## src/rtl/sram_arb_pkg.sv

```systemverilog
// rtl/sram_arb_pkg.sv - shared commands, FSM states and port selection for sram_arbiter
package sram_arb_pkg;

  localparam logic [7:0] CMD_READ  = 8'h01;
  localparam logic [7:0] CMD_WRITE = 8'h02;

  typedef enum logic {
    ST_IDLE = 1'b0,
    ST_WAIT = 1'b1
  } arb_state_t;

  typedef logic port_idx_t;

  // A tie goes to the port that did not own the previous command.
  function automatic port_idx_t pick_port(input logic [1:0] pend, input port_idx_t last);
    if (pend == 2'b11) return ~last;
    return pend[1];
  endfunction

endpackage

```

## src/rtl/sram_arb_port.sv

```systemverilog
// rtl/sram_arb_port.sv - per-requester capture register, pending flag and rdata holding
module sram_arb_port
  import sram_arb_pkg::*;
#(
  parameter int ADDR_W = 32,
  parameter int DATA_W = 32
) (
  input  logic                clk,
  input  logic                reset,
  input  logic                start,
  input  logic [7:0]          cmd,
  input  logic [ADDR_W-1:0]   addr,
  input  logic [DATA_W-1:0]   wdata,
  input  logic [DATA_W/8-1:0] wstrb,
  input  logic                owned,
  input  logic                complete,
  input  logic [DATA_W-1:0]   sram_rdata,
  output logic                pending,
  output logic                busy,
  output logic                done,
  output logic [DATA_W-1:0]   rdata,
  output logic [7:0]          hold_cmd,
  output logic [ADDR_W-1:0]   hold_addr,
  output logic [DATA_W-1:0]   hold_wdata,
  output logic [DATA_W/8-1:0] hold_wstrb
);

  assign busy = pending | owned;

  always_ff @(posedge clk or posedge reset) begin
    if (reset) begin
      pending    <= 1'b0;
      done       <= 1'b0;
      rdata      <= '0;
      hold_cmd   <= '0;
      hold_addr  <= '0;
      hold_wdata <= '0;
      hold_wstrb <= '0;
    end else begin
      done <= complete;
      // complete implies busy, so a start in the completing cycle is dropped here.
      if (complete) begin
        pending <= 1'b0;
        rdata   <= sram_rdata;
      end else if (start && !busy) begin
        pending    <= 1'b1;
        hold_cmd   <= cmd;
        hold_addr  <= addr;
        hold_wdata <= wdata;
        hold_wstrb <= wstrb;
      end
    end
  end

endmodule

```

## src/rtl/sram_arbiter.sv

```systemverilog
// rtl/sram_arbiter.sv - round-robin two-port arbiter in front of sram_proc_new; SRAM_ARB_STATS_EN adds grant/conflict counters
module sram_arbiter
  import sram_arb_pkg::*;
#(
  parameter int ADDR_W = 32,
  parameter int DATA_W = 32
) (
  input  logic                clk,
  input  logic                reset,
  input  logic                req0_start,
  input  logic [7:0]          req0_cmd,
  input  logic [ADDR_W-1:0]   req0_addr,
  input  logic [DATA_W-1:0]   req0_wdata,
  input  logic [DATA_W/8-1:0] req0_wstrb,
  output logic                req0_busy,
  output logic                req0_done,
  output logic [DATA_W-1:0]   req0_rdata,
  input  logic                req1_start,
  input  logic [7:0]          req1_cmd,
  input  logic [ADDR_W-1:0]   req1_addr,
  input  logic [DATA_W-1:0]   req1_wdata,
  input  logic [DATA_W/8-1:0] req1_wstrb,
  output logic                req1_busy,
  output logic                req1_done,
  output logic [DATA_W-1:0]   req1_rdata,
  output logic                sram_start,
  input  logic                sram_busy,
  input  logic                sram_done,
  output logic [7:0]          sram_cmd,
  output logic [ADDR_W-1:0]   sram_addr,
  output logic [DATA_W-1:0]   sram_wdata,
  output logic [DATA_W/8-1:0] sram_wstrb,
  input  logic [DATA_W-1:0]   sram_rdata,
  output logic                grant
`ifdef SRAM_ARB_STATS_EN
  ,
  output logic [31:0]         stat_grants0,
  output logic [31:0]         stat_grants1,
  output logic [15:0]         stat_conflicts
`endif
);

  arb_state_t state;
  port_idx_t  last_grant;
  port_idx_t  sel;
  logic [1:0] pend;
  logic [1:0] owned;
  logic [1:0] complete;

  logic [7:0]          hold_cmd   [2];
  logic [ADDR_W-1:0]   hold_addr  [2];
  logic [DATA_W-1:0]   hold_wdata [2];
  logic [DATA_W/8-1:0] hold_wstrb [2];

  assign owned[0]    = (state == ST_WAIT) && (grant == 1'b0);
  assign owned[1]    = (state == ST_WAIT) && (grant == 1'b1);
  assign complete[0] = owned[0] && sram_done;
  assign complete[1] = owned[1] && sram_done;
  assign sel         = pick_port(pend, last_grant);

  sram_arb_port #(.ADDR_W(ADDR_W), .DATA_W(DATA_W)) u_port0 (
    .clk        (clk),
    .reset      (reset),
    .start      (req0_start),
    .cmd        (req0_cmd),
    .addr       (req0_addr),
    .wdata      (req0_wdata),
    .wstrb      (req0_wstrb),
    .owned      (owned[0]),
    .complete   (complete[0]),
    .sram_rdata (sram_rdata),
    .pending    (pend[0]),
    .busy       (req0_busy),
    .done       (req0_done),
    .rdata      (req0_rdata),
    .hold_cmd   (hold_cmd[0]),
    .hold_addr  (hold_addr[0]),
    .hold_wdata (hold_wdata[0]),
    .hold_wstrb (hold_wstrb[0])
  );

  sram_arb_port #(.ADDR_W(ADDR_W), .DATA_W(DATA_W)) u_port1 (
    .clk        (clk),
    .reset      (reset),
    .start      (req1_start),
    .cmd        (req1_cmd),
    .addr       (req1_addr),
    .wdata      (req1_wdata),
    .wstrb      (req1_wstrb),
    .owned      (owned[1]),
    .complete   (complete[1]),
    .sram_rdata (sram_rdata),
    .pending    (pend[1]),
    .busy       (req1_busy),
    .done       (req1_done),
    .rdata      (req1_rdata),
    .hold_cmd   (hold_cmd[1]),
    .hold_addr  (hold_addr[1]),
    .hold_wdata (hold_wdata[1]),
    .hold_wstrb (hold_wstrb[1])
  );

  always_ff @(posedge clk or posedge reset) begin
    if (reset) begin
      state      <= ST_IDLE;
      grant      <= 1'b0;
      last_grant <= 1'b1;
      sram_start <= 1'b0;
      sram_cmd   <= '0;
      sram_addr  <= '0;
      sram_wdata <= '0;
      sram_wstrb <= '0;
`ifdef SRAM_ARB_STATS_EN
      stat_grants0   <= '0;
      stat_grants1   <= '0;
      stat_conflicts <= '0;
`endif
    end else begin
      sram_start <= 1'b0;
      case (state)
        ST_IDLE: begin
          if ((pend != 2'b00) && !sram_busy) begin
            sram_cmd   <= hold_cmd[sel];
            sram_addr  <= hold_addr[sel];
            sram_wdata <= hold_wdata[sel];
            sram_wstrb <= hold_wstrb[sel];
            sram_start <= 1'b1;
            grant      <= sel;
            state      <= ST_WAIT;
`ifdef SRAM_ARB_STATS_EN
            if (sel == 1'b1) stat_grants1 <= stat_grants1 + 32'd1;
            else             stat_grants0 <= stat_grants0 + 32'd1;
            if ((pend == 2'b11) && (stat_conflicts != 16'hFFFF))
              stat_conflicts <= stat_conflicts + 16'd1;
`endif
          end
        end
        ST_WAIT: begin
          // Command fields stay frozen until the engine reports completion.
          if (sram_done) begin
            last_grant <= grant;
            state      <= ST_IDLE;
          end
        end
        default: state <= ST_IDLE;
      endcase
    end
  end

endmodule

```

## config.mk

```make
export PLATFORM = sky130hd
export DESIGN_NAME = sram_arbiter
export DESIGN_NICKNAME = d
export VERILOG_FILES = /design/src/rtl/sram_arb_pkg.sv /design/src/rtl/sram_arb_port.sv /design/src/rtl/sram_arbiter.sv
export SDC_FILE = /design/constraint.sdc
export NUM_CORES = 1
export LEC_CHECK = 0
export ABC_AREA = 1
export ABC_CLOCK_PERIOD_IN_PS = 9300
export BUFFER_PORTS_ARGS = -buffer_cell sky130_fd_sc_hd__buf_4
export CAP_MARGIN = 20
export CELL_PAD_IN_SITES_DETAIL_PLACEMENT = 1
export CELL_PAD_IN_SITES_GLOBAL_PLACEMENT = 1
export CORE_ASPECT_RATIO = 1.4
export CORE_UTILIZATION = 35
export CTS_CLUSTER_SIZE = 10
export DETAILED_ROUTE_END_ITERATION = 10
export GPL_TIMING_DRIVEN = 0
export PLACE_DENSITY_LB_ADDON = 0.25
export SYNTH_ARGS = -nofsm -noshare
export SYNTH_HDL_FRONTEND = slang
export SYNTH_SLANG_ARGS = --single-unit
```

## constraint.sdc

```tcl
create_clock -name clk -period 9.3 [get_ports clk]
set_clock_uncertainty 0.1 [all_clocks]
set_input_delay 0.465 -clock clk [delete_from_list [all_inputs] [get_ports clk]]
set_output_delay 0.465 -clock clk [all_outputs]
set_load 0.05 [all_outputs]
```

# == Word level (Yosys, flattened, before mapping) ==
# Cells that the tools add are included.
# word_totals
register_bits,300
latchBits,0
ram_bits,0
mem_bits_ro,0
inputBits,190
out_inout_bits,146
elab_cells,72
mem_count,0
# classes
addsub,0
mul,0
div_mod_pow,0
magnitude_cmp,1
n_eq_ne,1
shift,0
mux,23
bitwise_logic,8
n_reduce_logical,17
# op_table
cell,n
$mux 32,6
$mux 8,3
$mux 4,3
$mux 1,10
$reduce_and 2->1,4
$logic_and 1x1->1,7
$reduce_bool 2->1,3
$not 1->1,5
$logic_not 1->1,3
$eq 2x2->1 const B,1
$ge 2x2->1 const B,1
$not 1->2,1
$or 1x1->1,2
$pmux 1 s2,1

# == Logic depth before layout (Yosys ltp) ==
# Gate-level depths: netlist (run 1).
# depth
ltp_word,7
depth_mapped,8
mapped_depth_nobuf,6

# == Cells and area by module ==
# From an unflattened synthesis (run 1), not the netlist that was laid out.
# unflattened
cells_unflattened,1621
area_unflattened_um2,13173.9
# by_module_without_submodules
mod,n_inst,cells_per_inst,area_per_inst_um2,seq_area_each_um2
sram_arb_port,2,473,4322.9,2752.6
sram_arbiter,1,675,4528.1,2003.2

# == Worst setup path after synthesis (run 1) ==
# Ideal clock, no wire load.
# synth_timing
path_type,register to output
from,register grant
to,output port req1_busy
t_arrival_ps,1253
required_ps,8735
slack_ps,7482
stages_incl_launch_ff,3
n_path_buf,0
path_cell_list,dfrtp_1 nand2_1 nand2_1
# synth_between
elab_chain_len,2
# synth_lines
element,line,source
from (decl),sram_arbiter.sv:34,output logic grant
from (signal assigned),sram_arbiter.sv:128,grant <= sel;
$logic_and 1x1->1,sram_arbiter.sv:56,assign owned[1] = (state == ST_WAIT) && (grant == 1'b1);
$or 1x1->1,sram_arb_port.sv:28,assign busy = pending | owned;
to (decl),sram_arbiter.sv:23,"output logic req1_busy,"
# No other way between the ends.

# == Worst setup path in the final report (run 1) ==
# layout_timing
from,register grant
to,output port req0_busy
# layout_between
elab_chain_len,3
# layout_lines
element,line,source
$not 1->1,sram_arbiter.sv:55,assign owned[0] = (state == ST_WAIT) && (grant == 1'b0);
$logic_and 1x1->1,sram_arbiter.sv:55,
$or 1x1->1,sram_arb_port.sv:28,
to (decl),sram_arbiter.sv:15,"output logic req0_busy,"
# No other way between the ends.

==> flow_summary.json, run 1 <==
{
  "final.min_clock_period_ns": 2.08,
  "htreeDepth": 2,
  "route.detailed.drc": 0,
  "detail_route.wl_per_cell_um": 17.2,
  "hold_path_class": "input pin to flip-flop",
  "antenna_found_initial": 3,
  "dpl.hpwl_um": 30700,
  "ys_ff_latch": 300,
  "drt-pass1-iter-count": 5,
  "status": "completed",
  "place_inst": 2401,
  "yosys-top-cells-area": "dfrtp_1 57%, nand2_1 16%, inv_1 9.0%, nand3_1 5.8%, o21ai_0 5.2%",
  "cpPeakStageDelay_ns": 0.52,
  "setup_viol": 0,
  "ant_nets": 0,
  "cts-hold-fix-buffers": 1,
  "grt_usage_pct": 22.8,
  "cts_buffers": 36,
  "peakVddDrop_v": 0.000275,
  "fmax_ghz": 0.481,
  "synthesis.area_um2": 13000,
  "cp_data_arrival_time_ns": 1.51,
  "powerDensity_nw_per_um2": 395,
  "post_cts_buffers": 0,
  "num_vias": 11500,
  "slowest_stage": "dfrtp_1",
  "clk-insertion-delay-late_ns": 0.53,
  "drv_cap": 0,
  "dieWidth_um": 165,
  "synth_top_area_share_pct": 57.4,
  "grt_max_degree": 119,
  "rsz0062_at_grt": "false",
  "worst-setup-path-type": "flip-flop to output port",
  "postLayoutCoreUtil_pct": 47.0,
  "clk_path_buf_depth": 3,
  "final_max_slew_viol_count": 0,
  "place.gp.congestion": 0.784,
  "relSlewSlack_pct": 53.3,
  "vias_per_cell": 4.68,
  "drtIter0Drc": 486,
  "yosysSeqAreaShare_pct": 57.6,
  "fin_nets": 2163,
  "p_leak_nw": 9.78,
  "synth_nets": 1787,
  "routed_wl_um": 42400,
  "ys_warn_count": 0,
  "start_util_pct": 35.5,
  "ctsResizeCount": 0,
  "finalHoldViolations": 0,
  "fill_cells": 4495,
  "syn_inst": 1597,
  "grt_pass1_wl_um": 66300,
  "port-buffer-count": 335,
  "root_buffer": "clkbuf_16",
  "core_um2": 36700,
  "critPathRequiredTime_ns": 8.74,
  "crit_buf_inv": 2,
  "final_cells": 2457,
  "yosysTopAreaCell": "dfrtp_1",
  "holdWs_ns": 0.0347,
  "io_pins": 336,
  "die_area_um2": 38000,
  "clkTransAtPathRegs_ns": 0.06,
  "cp-end-kind": "output port",
  "worst_pin_slew_ns": 0.700,
  "cts_tree": "yes",
  "cts.sinks": 300,
  "period_share_pct": 22.3,
  "ys_types": 20,
  "overflow": 0,
  "syn_area_per_cell_um2": 8.16,
  "crit_path_max_fanout": 8,
  "final_layout_size_suffix_gt1_share_pct": 22.5,
  "crit_path_start_kind": "flip-flop",
  "area_delta_synth_final_pct": 32.2,
  "path_cells": "inv_2 > nand2_2 > nand2_1 > buf_4",
  "die_height_um": 230,
  "placementRows": 83,
  "finalSetupTns_ns": 0,
  "critPathTopFamily": "flip-flops",
  "grt_pass1_vias": 12400
}
[synthesized netlist by cell type]
| master | number |
|---|---|
| nand2_1 | 546 |
| inv_1 | 311 |
| dfrtp_1 | 299 |
| nand3_1 | 152 |
| o21ai_0 | 136 |
| o21ai_1 | 52 |
| buf_2 | 36 |
| clkbuf_1 | 30 |
| buf_6 | 17 |
| buf_4 | 4 |
| inv_2 | 3 |
| nor2_2 | 3 |
| a21oi_1 | 1 |
| buf_1 | 1 |
| dfstp_2 | 1 |
| nand2_2 | 1 |
| nand3_2 | 1 |
| nand3_4 | 1 |
| nor2_1 | 1 |
| nor2_4 | 1 |
[power by group]
group / switching [mW] / total [mW] / internal [mW]
combinational: 2.29 / 3.27 / 0.980
sequential: 0.336 / 2.25 / 1.91
clock: 0.541 / 1.28 / 0.739
total: 3.17 / 6.80 / 3.63
[final timing paths]
check | from | end | slack [ns] | cells after the start
max in group asynchronous | reset | u_port0.hold_addr[23] | 7.59 | 4
worst max-delay path | grant | req0_busy | 7.22 | 4
min in group asynchronous | reset | u_port1.rdata[26] | 0.47 | 3
worst max register to register | last_grant | sram_wdata[20] | 7.33 | 7
worst min-delay path | sram_done | state | 0.03 | 2
worst min register to register | u_port1.rdata[2] | u_port1.rdata[2] | 0.38 | 2
[cell type report]
type / instances / area, um2 / share of cell area, %
sequential: 300 / 7510 / 43.6
multi-input combinational: 895 / 3820 / 22.2
timing repair buffer: 338 / 2580 / 15.0
inverter: 314 / 1190 / 6.89
clock buffer: 51 / 998 / 5.80
tap: 467 / 584 / 3.39
buffer: 88 / 518 / 3.01
clock inverter: 2 / 17.5 / 0.102
antenna: 2 / 5.00 / 0.0291
[cells by family after synthesis]
| kind of cell | after synthesis | share of synthesized area (%) |
|---|---|---|
| buffers and inverters | 402 | 13.0 |
| DFF | 300 | 57.6 |
| and+or+nand+nor | 706 | 22.1 |
| AOI/OAI and AO/OA | 189 | 7.26 |
[flip-flops by register name (all words and copies together), names as in the netlist, 8 cells and up]
signal,cells
sram_wdata,32
u_port0.hold_wdata,32
u_port0.hold_cmd,8
u_port1.hold_addr,32
u_port1.hold_wdata,32
sram_addr,32
u_port1.hold_cmd,8
u_port0.rdata,32
u_port0.hold_addr,32
u_port1.rdata,32
sram_cmd,8
[stage by stage]
step	power [mW]	setup slack [ns]	area [um2]
global placement	5.47	-3.35	16100
floorplan	4.43	0.447	13000
CTS	6.89	7.18	17200
global route	7.26	7.14	17200
finish	6.80	7.22	17200
detailed placement	5.57	7.29	16200
[layer usage]
| layer | up-vias | global-route usage [%] | share of wire [%] |
|---|---|---|---|
| li1 | 5539 | - | - |
| met1 | 5577 | 26.3 | 39 |
| met2 | 284 | 39.9 | 51 |
| met3 | 85 | 5.19 | 5.9 |
| met4 | 2 | 9.15 | 3.7 |
| met5 | - | 0 | 0.040 |
[worst register-to-register path, delay by kind of cell, from the launching register on]
kind	cells	cell delay [ns]
buffers and inverters	2	0.54
DFF	1	0.54
and+or+nand+nor	5	0.67
[placed cells by master (no fill, tap or decap)]
master / synthesis / layout
a21oi_1: 1 / 1
nor2_1: 1 / 1
clkbuf_8: 0 / 2
clkbuf_16: 0 / 37
inv_2: 3 / 3
inv_6: 0 / 2
diode_2: 0 / 2
buf_16: 0 / 2
nor2_2: 3 / 3
inv_1: 311 / 310
nor2_4: 1 / 1
nand3_4: 1 / 1
dfrtp_1: 299 / 299
o21ai_1: 52 / 52
buf_1: 1 / 1
nand2_1: 546 / 546
nand3_2: 1 / 1
clkbuf_1: 30 / 42
dlygate4sd3_1: 0 / 1
o21ai_0: 136 / 136
dfstp_2: 1 / 1
buf_2: 36 / 36
inv_8: 0 / 1
nand2_2: 1 / 1
buf_4: 4 / 339
nand3_1: 152 / 152
buf_6: 17 / 17
(Power assumes the default switching activity.)
==> run 2, diff against run 1 <==
--- a/config.mk
+++ b/config.mk
@@ -6,7 +6,7 @@
 export NUM_CORES = 1
 export LEC_CHECK = 0
 export ABC_AREA = 1
-export ABC_CLOCK_PERIOD_IN_PS = 9300
+export ABC_CLOCK_PERIOD_IN_PS = 1800
 export BUFFER_PORTS_ARGS = -buffer_cell sky130_fd_sc_hd__buf_4
 export CAP_MARGIN = 20
 export CELL_PAD_IN_SITES_DETAIL_PLACEMENT = 1
==> constraint.sdc (replaced) <==
create_clock -name clk -period 1.8 [get_ports clk]
set_clock_uncertainty 0.1 [all_clocks]
set_input_delay 0.09 -clock clk [delete_from_list [all_inputs] [get_ports clk]]
set_output_delay 0.09 -clock clk [all_outputs]
set_load 0.05 [all_outputs]
==> run 2 against run 1 <==
- clock power increased to 5.2 times the previous value
- global-route usage increased by 3.6 points
- final cell count increased by 7.9%
- power increased to 5.3 times the previous value
- largest power group unchanged
- highest routed layer is now met4
==> flow_summary.json, run 2 (synthesis results as in run 1) <==
{
  "status": "completed",
  "powerDensity_nw_per_um2": 1870,
  "route.detailed.drc": 0,
  "cts.sinks": 300,
  "path_cells": "buf_4 > clkinvlp_4 > nand3_4 > buf_12 > buf_6 > nand2_1 > o21ai_0",
  "port-buffer-count": 335,
  "critPathRequiredTime_ns": 2.08,
  "cts_buffers": 36,
  "drv_cap": 0,
  "clk-insertion-delay-late_ns": 0.54,
  "peakVddDrop_v": 0.000983,
  "placementRows": 83,
  "final_layout_size_suffix_gt1_share_pct": 21.9,
  "mostFrequentLayoutCell": "nand2_1",
  "worst_pin_slew_ns": 0.610,
  "period_share_pct": 97.4,
  "cpPeakStageDelay_ns": 0.36,
  "drt-pass1-iter-count": 5,
  "setup_viol": 0,
  "clkTransAtPathRegs_ns": 0.06,
  "crit_path_start_kind": "flip-flop",
  "area_delta_synth_final_pct": 48.3,
  "ant_nets": 0,
  "final_max_slew_viol_count": 0,
  "mostFrequentLayoutCells": "543 x nand2_1, 343 x buf_4, 309 x inv_1",
  "grt_max_degree": 42,
  "num_vias": 12400,
  "p_sw_share_pct": 46.9,
  "io_pins": 336,
  "start_util_pct": 35.5,
  "p_switching_mw": 17.0,
  "setup_slack_ns": 0.0474,
  "die_height_um": 230,
  "htreeDepth": 2,
  "crit_cells": 7,
  "combPwrFrac_pct": 49.2,
  "cp_data_arrival_time_ns": 2.03,
  "root_buffer": "clkbuf_16",
  "worst-setup-path-type": "flip-flop to flip-flop",
  "hold_path_class": "input pin to asynchronous set/reset pin",
  "overflow": 0,
  "relSlewSlack_pct": 59.3,
  "grt_pass1_wl_um": 76400,
  "fin_nets": 2357,
  "cp-end-kind": "flip-flop",
  "p_seq_share_pct": 32.4,
  "worst-r2r-cell-count": 7,
  "crit_path_max_fanout": 10,
  "grt_pass1_vias": 14000,
  "rsz0062_at_grt": "true",
  "power.internal_mw": 19.2,
  "core_um2": 36700,
  "place_area_um2": 16300,
  "final.min_clock_period_ns": 1.75,
  "clk_path_buf_depth": 3,
  "cts_tree": "yes",
  "place.gp.congestion": 0.794,
  "dp_slack_ns": -0.207,
  "p_leak_nw": 10.7,
  "slowest_stage": "dfrtp_1",
  "routed_wl_um": 48600,
  "holdWs_ns": 0.0678,
  "drtIter0Drc": 480,
  "grt_usage_pct": 26.3,
  "critPathTopFamily": "buffers and inverters",
  "dpl.hpwl_um": 31800,
  "antenna_found_initial": 4,
  "finalInstanceArea_um2": 19300,
  "fmax_ghz": 0.571,
  "crit_buf_inv": 4,
  "die_area_um2": 38000,
  "vias_per_cell": 4.69,
  "finalHoldViolations": 0,
  "clockPowerShare_pct": 18.4,
  "dieWidth_um": 165,
  "detail_route.wl_per_cell_um": 18.3,
  "finalSetupTns_ns": 0
}
run 2: changes by cell type in the layout (fill, tap and decap cells not counted), sizes merged:
| cell | before | now |
|---|---|---|
| dlygate4sd3 | 1 | 186 |
| clkbuf | 81 | 78 |
| buf | 395 | 403 |
| diode | 2 | 4 |
| inv | 316 | 314 |
| clkinvlp | 0 | 2 |
| clkinv | 0 | 1 |
| nand3 | 154 | 155 |
run 2: path summary, 6_finish.rpt:
path / slack (ns) / endpoint / startpoint
setup / recovery: 0.05 / u_port1.hold_addr[28] / u_port1.pending
hold / removal: 0.07 / sram_addr[27] / reset
setup reg to reg: 0.05 / u_port1.hold_addr[28] / u_port1.pending
hold reg to reg: 0.37 / u_port1.rdata[15] / u_port1.rdata[15]
max in group asynchronous: 0.25 / last_grant / reset
min in group clk: 0.11 / sram_start / sram_busy
run 2: area by class of cell:
cell class | count | area (um2)
antenna | 4 | 10.0
buffer | 86 | 576
clock buffer | 48 | 987
clock inverter | 3 | 22.5
fill | 4376 | 17300
inverter | 314 | 1190
multi-input combinational | 896 | 3850
sequential | 300 | 7510
tap | 467 | 584
timing repair buffer | 533 | 4600
run 2: power groups by stage:
stage / logic [mW] / clock network, mW / registers, mW
floorplan: 6.46 / 0 / 16.4
global placement: 16.7 / 0 / 11.6
detailed placement: 17.1 / 0 / 11.7
CTS: 17.8 / 6.81 / 11.7
global route: 19.4 / 7.02 / 12.1
finish: 17.8 / 6.65 / 11.7
run 2: stage by stage:
step	power (mW)	utilization (%)	instances
floorplan	22.9	-	1597
global placement	28.3	44.0	2399
detailed placement	28.8	44.5	2408
CTS	36.3	52.6	2648
global route	38.5	52.7	2651
finish	36.2	52.7	2651
run 2: per-layer routing:
metal	part of all wire (%)	vias to the layer above	global-route usage, %
met5	0	-	0
met2	52	320	47.8
met4	4.4	0	11.7
met3	4.7	108	4.92
met1	39	6076	29.3
li1	-	5937	-
run 2: worst reg2reg max path: cells and delay by family, from the launching register on:
| family | cells | cell delay (ns) |
|---|---|---|
| AO/OA/AOI/OAI | 1 | 0.12 |
| buffers and inverters | 4 | 0.73 |
| flip-flops | 1 | 0.36 |
| AND/OR/NAND/NOR | 2 | 0.28 |
run 2: what timing repair did:
item | in CTS | in global routing
gates cloned | 1 | 0
setup buffers | 3 | 0
pin swaps | 2 | 0
hold buffers | 186 | 0
gates resized for setup | 22 | 22
endpoints found under the hold margin | 285 | 0
endpoints found under the setup margin | 145 | 101
==> run 3, diff against run 2 <==
--- a/config.mk
+++ b/config.mk
@@ -17,6 +17,7 @@
 export DETAILED_ROUTE_END_ITERATION = 10
 export GPL_TIMING_DRIVEN = 0
 export PLACE_DENSITY_LB_ADDON = 0.25
+export SETUP_SLACK_MARGIN = 0.4
 export SYNTH_ARGS = -nofsm -noshare
 export SYNTH_HDL_FRONTEND = slang
 export SYNTH_SLANG_ARGS = --single-unit
==> run 3 against run 2 <==
- sequential share of layout area down 3.6 points
- final cell count up 2.4%
- worst setup slack gained 0.078 ns
- first-iteration DRC count increased by 30%
- critical path type unchanged
- highest routed layer unchanged
==> flow_summary.json, run 3 (synthesis results as in run 1) <==
{
  "status": "completed",
  "cts_tree": "yes",
  "vias_per_cell": 4.94,
  "peakVddDrop_v": 0.00105,
  "placementRows": 83,
  "routed_wl_um": 57600,
  "mostFrequentLayoutCell": "nand2_1",
  "dieWidth_um": 165,
  "port-buffer-count": 335,
  "num_vias": 13400,
  "worst-setup-path-type": "flip-flop to flip-flop",
  "detail_route.wl_per_cell_um": 21.2,
  "power.internal_mw": 21.3,
  "combPwrFrac_pct": 53.3,
  "cts.sinks": 300,
  "root_buffer": "clkbuf_16",
  "route.detailed.drc": 0,
  "clkTransAtPathRegs_ns": 0.06,
  "relSlewSlack_pct": 67.2,
  "worst_pin_slew_ns": 0.492,
  "postLayoutCoreUtil_pct": 58.1,
  "cts_buffers": 36,
  "setup_viol": 0,
  "slowest_stage": "dfrtp_2",
  "area_delta_synth_final_pct": 63.4,
  "fmax_ghz": 0.597,
  "powerDensity_nw_per_um2": 1890,
  "drv_cap": 0,
  "overflow": 0,
  "drtIter0Drc": 623,
  "p_leak_nw": 11.6,
  "grt_pass1_wl_um": 80700,
  "dpl.hpwl_um": 32100,
  "ant_nets": 0,
  "period_share_pct": 93.0,
  "p_seq_share_pct": 30.1,
  "place.gp.congestion": 0.791,
  "grt_pass1_vias": 14600,
  "rsz0062_at_grt": "true",
  "crit_path_max_fanout": 10,
  "final.min_clock_period_ns": 1.67,
  "core_um2": 36700,
  "clk-insertion-delay-late_ns": 0.54,
  "p_switching_mw": 18.9,
  "io_pins": 336,
  "hold_path_class": "input pin to asynchronous set/reset pin",
  "htreeDepth": 2,
  "finalPower_mw": 40.2,
  "antenna_found_initial": 3,
  "path_cells": "nand2_2 > nand3_4 > buf_4 > clkbuf_4 > o21ai_0",
  "clk_path_buf_depth": 3,
  "p_sw_share_pct": 47.1,
  "finalHoldViolations": 0,
  "cpPeakStageDelay_ns": 0.49,
  "grt_max_degree": 43,
  "cp-end-kind": "flip-flop",
  "critPathRequiredTime_ns": 2.11,
  "cp_data_arrival_time_ns": 1.98,
  "drt-pass1-iter-count": 7,
  "clockPowerShare_pct": 16.7,
  "fin_nets": 2420,
  "start_util_pct": 35.5,
  "grt_usage_pct": 27.8,
  "die_height_um": 230,
  "die_area_um2": 38000,
  "final_max_slew_viol_count": 0,
  "final_layout_size_suffix_gt1_share_pct": 30.5,
  "crit_path_start_kind": "flip-flop",
  "mostFrequentLayoutCells": "429 x nand2_1, 366 x buf_4, 307 x inv_1"
}
-- run 3: final timing paths --
kind / from / end / slack [ns] / cells after the start
setup / recovery: state / u_port1.hold_addr[8] / 0.13 / 5
hold / removal: reset / u_port0.hold_wdata[22] / 0.04 / 4
setup reg to reg: state / u_port1.hold_addr[8] / 0.13 / 5
hold reg to reg: u_port1.hold_addr[11] / u_port1.hold_addr[11] / 0.38 / 2
max in group asynchronous: reset / last_grant / 0.55 / 7
min in group clk: req0_start / u_port0.hold_cmd[3] / 0.04 / 4
-- run 3: worst max-delay path: cells and delay by family, from the launching register on --
| kind | cells | cell delay, ns |
|---|---|---|
| buffers and inverters | 2 | 0.36 |
| flip-flops | 1 | 0.49 |
| AO/OA/AOI/OAI | 1 | 0.26 |
| AND/OR/NAND/NOR | 2 | 0.31 |
-- run 3: final cells by class --
cell class	count	area (um2)
inverter	314	1210
timing repair inverter	1	8.76
timing repair buffer	593	5530
clock inverter	3	22.5
antenna	3	7.51
buffer	88	1010
clock buffer	49	981
fill	4152	15400
multi-input combinational	896	4430
sequential	300	7510
tap	467	584
-- run 3: power groups by stage --
| stage | sequential (mW) | combinational (mW) | clock (mW) |
|---|---|---|---|
| finish | 12.1 | 21.4 | 6.69 |
| global route | 12.4 | 22.9 | 7.01 |
| CTS | 11.7 | 19.3 | 6.71 |
| detailed placement | 11.7 | 17.2 | 0 |
| global placement | 11.6 | 16.8 | 0 |
| floorplan | 16.4 | 6.49 | 0 |
-- run 3: per-stage QoR --
step                      setup slack (ns)   TNS, ns  hold WS [ns]  cells  instance area [um2]
after global routing                0.0668         0        0.0518   2714                21300
after floorplan                      -2.38   -711.80        0.0973   1597                13000
after global placement               -4.36  -1304.42         0.196   2399                16100
after detailed placement            -0.208    -12.45        0.0657   2407                16300
after CTS                            0.214         0        0.0331   2676                20100
final                                0.126         0        0.0362   2714                21300
-- run 3: layer usage --
metal,vias to the layer above,track usage (%),share of wire [%],routed length (um)
met3,195,5.32,4.7,2690
met4,0,13.0,5.6,3220
met1,6723,30.7,36,20800
li1,6068,-,-,-
met2,433,50.5,54,30900
met5,-,0,0,0
-- run 3: timing repair --
| action | CTS | global route |
|---|---|---|
| resized for setup | 203 | 258 |
| hold buffers | 187 | 0 |
| pin swaps | 18 | 37 |
| gates cloned | 8 | 14 |
| endpoints found under the setup margin | 300 | 300 |
| setup buffers | 22 | 21 |
| hold endpoints to repair | 336 | 0 |
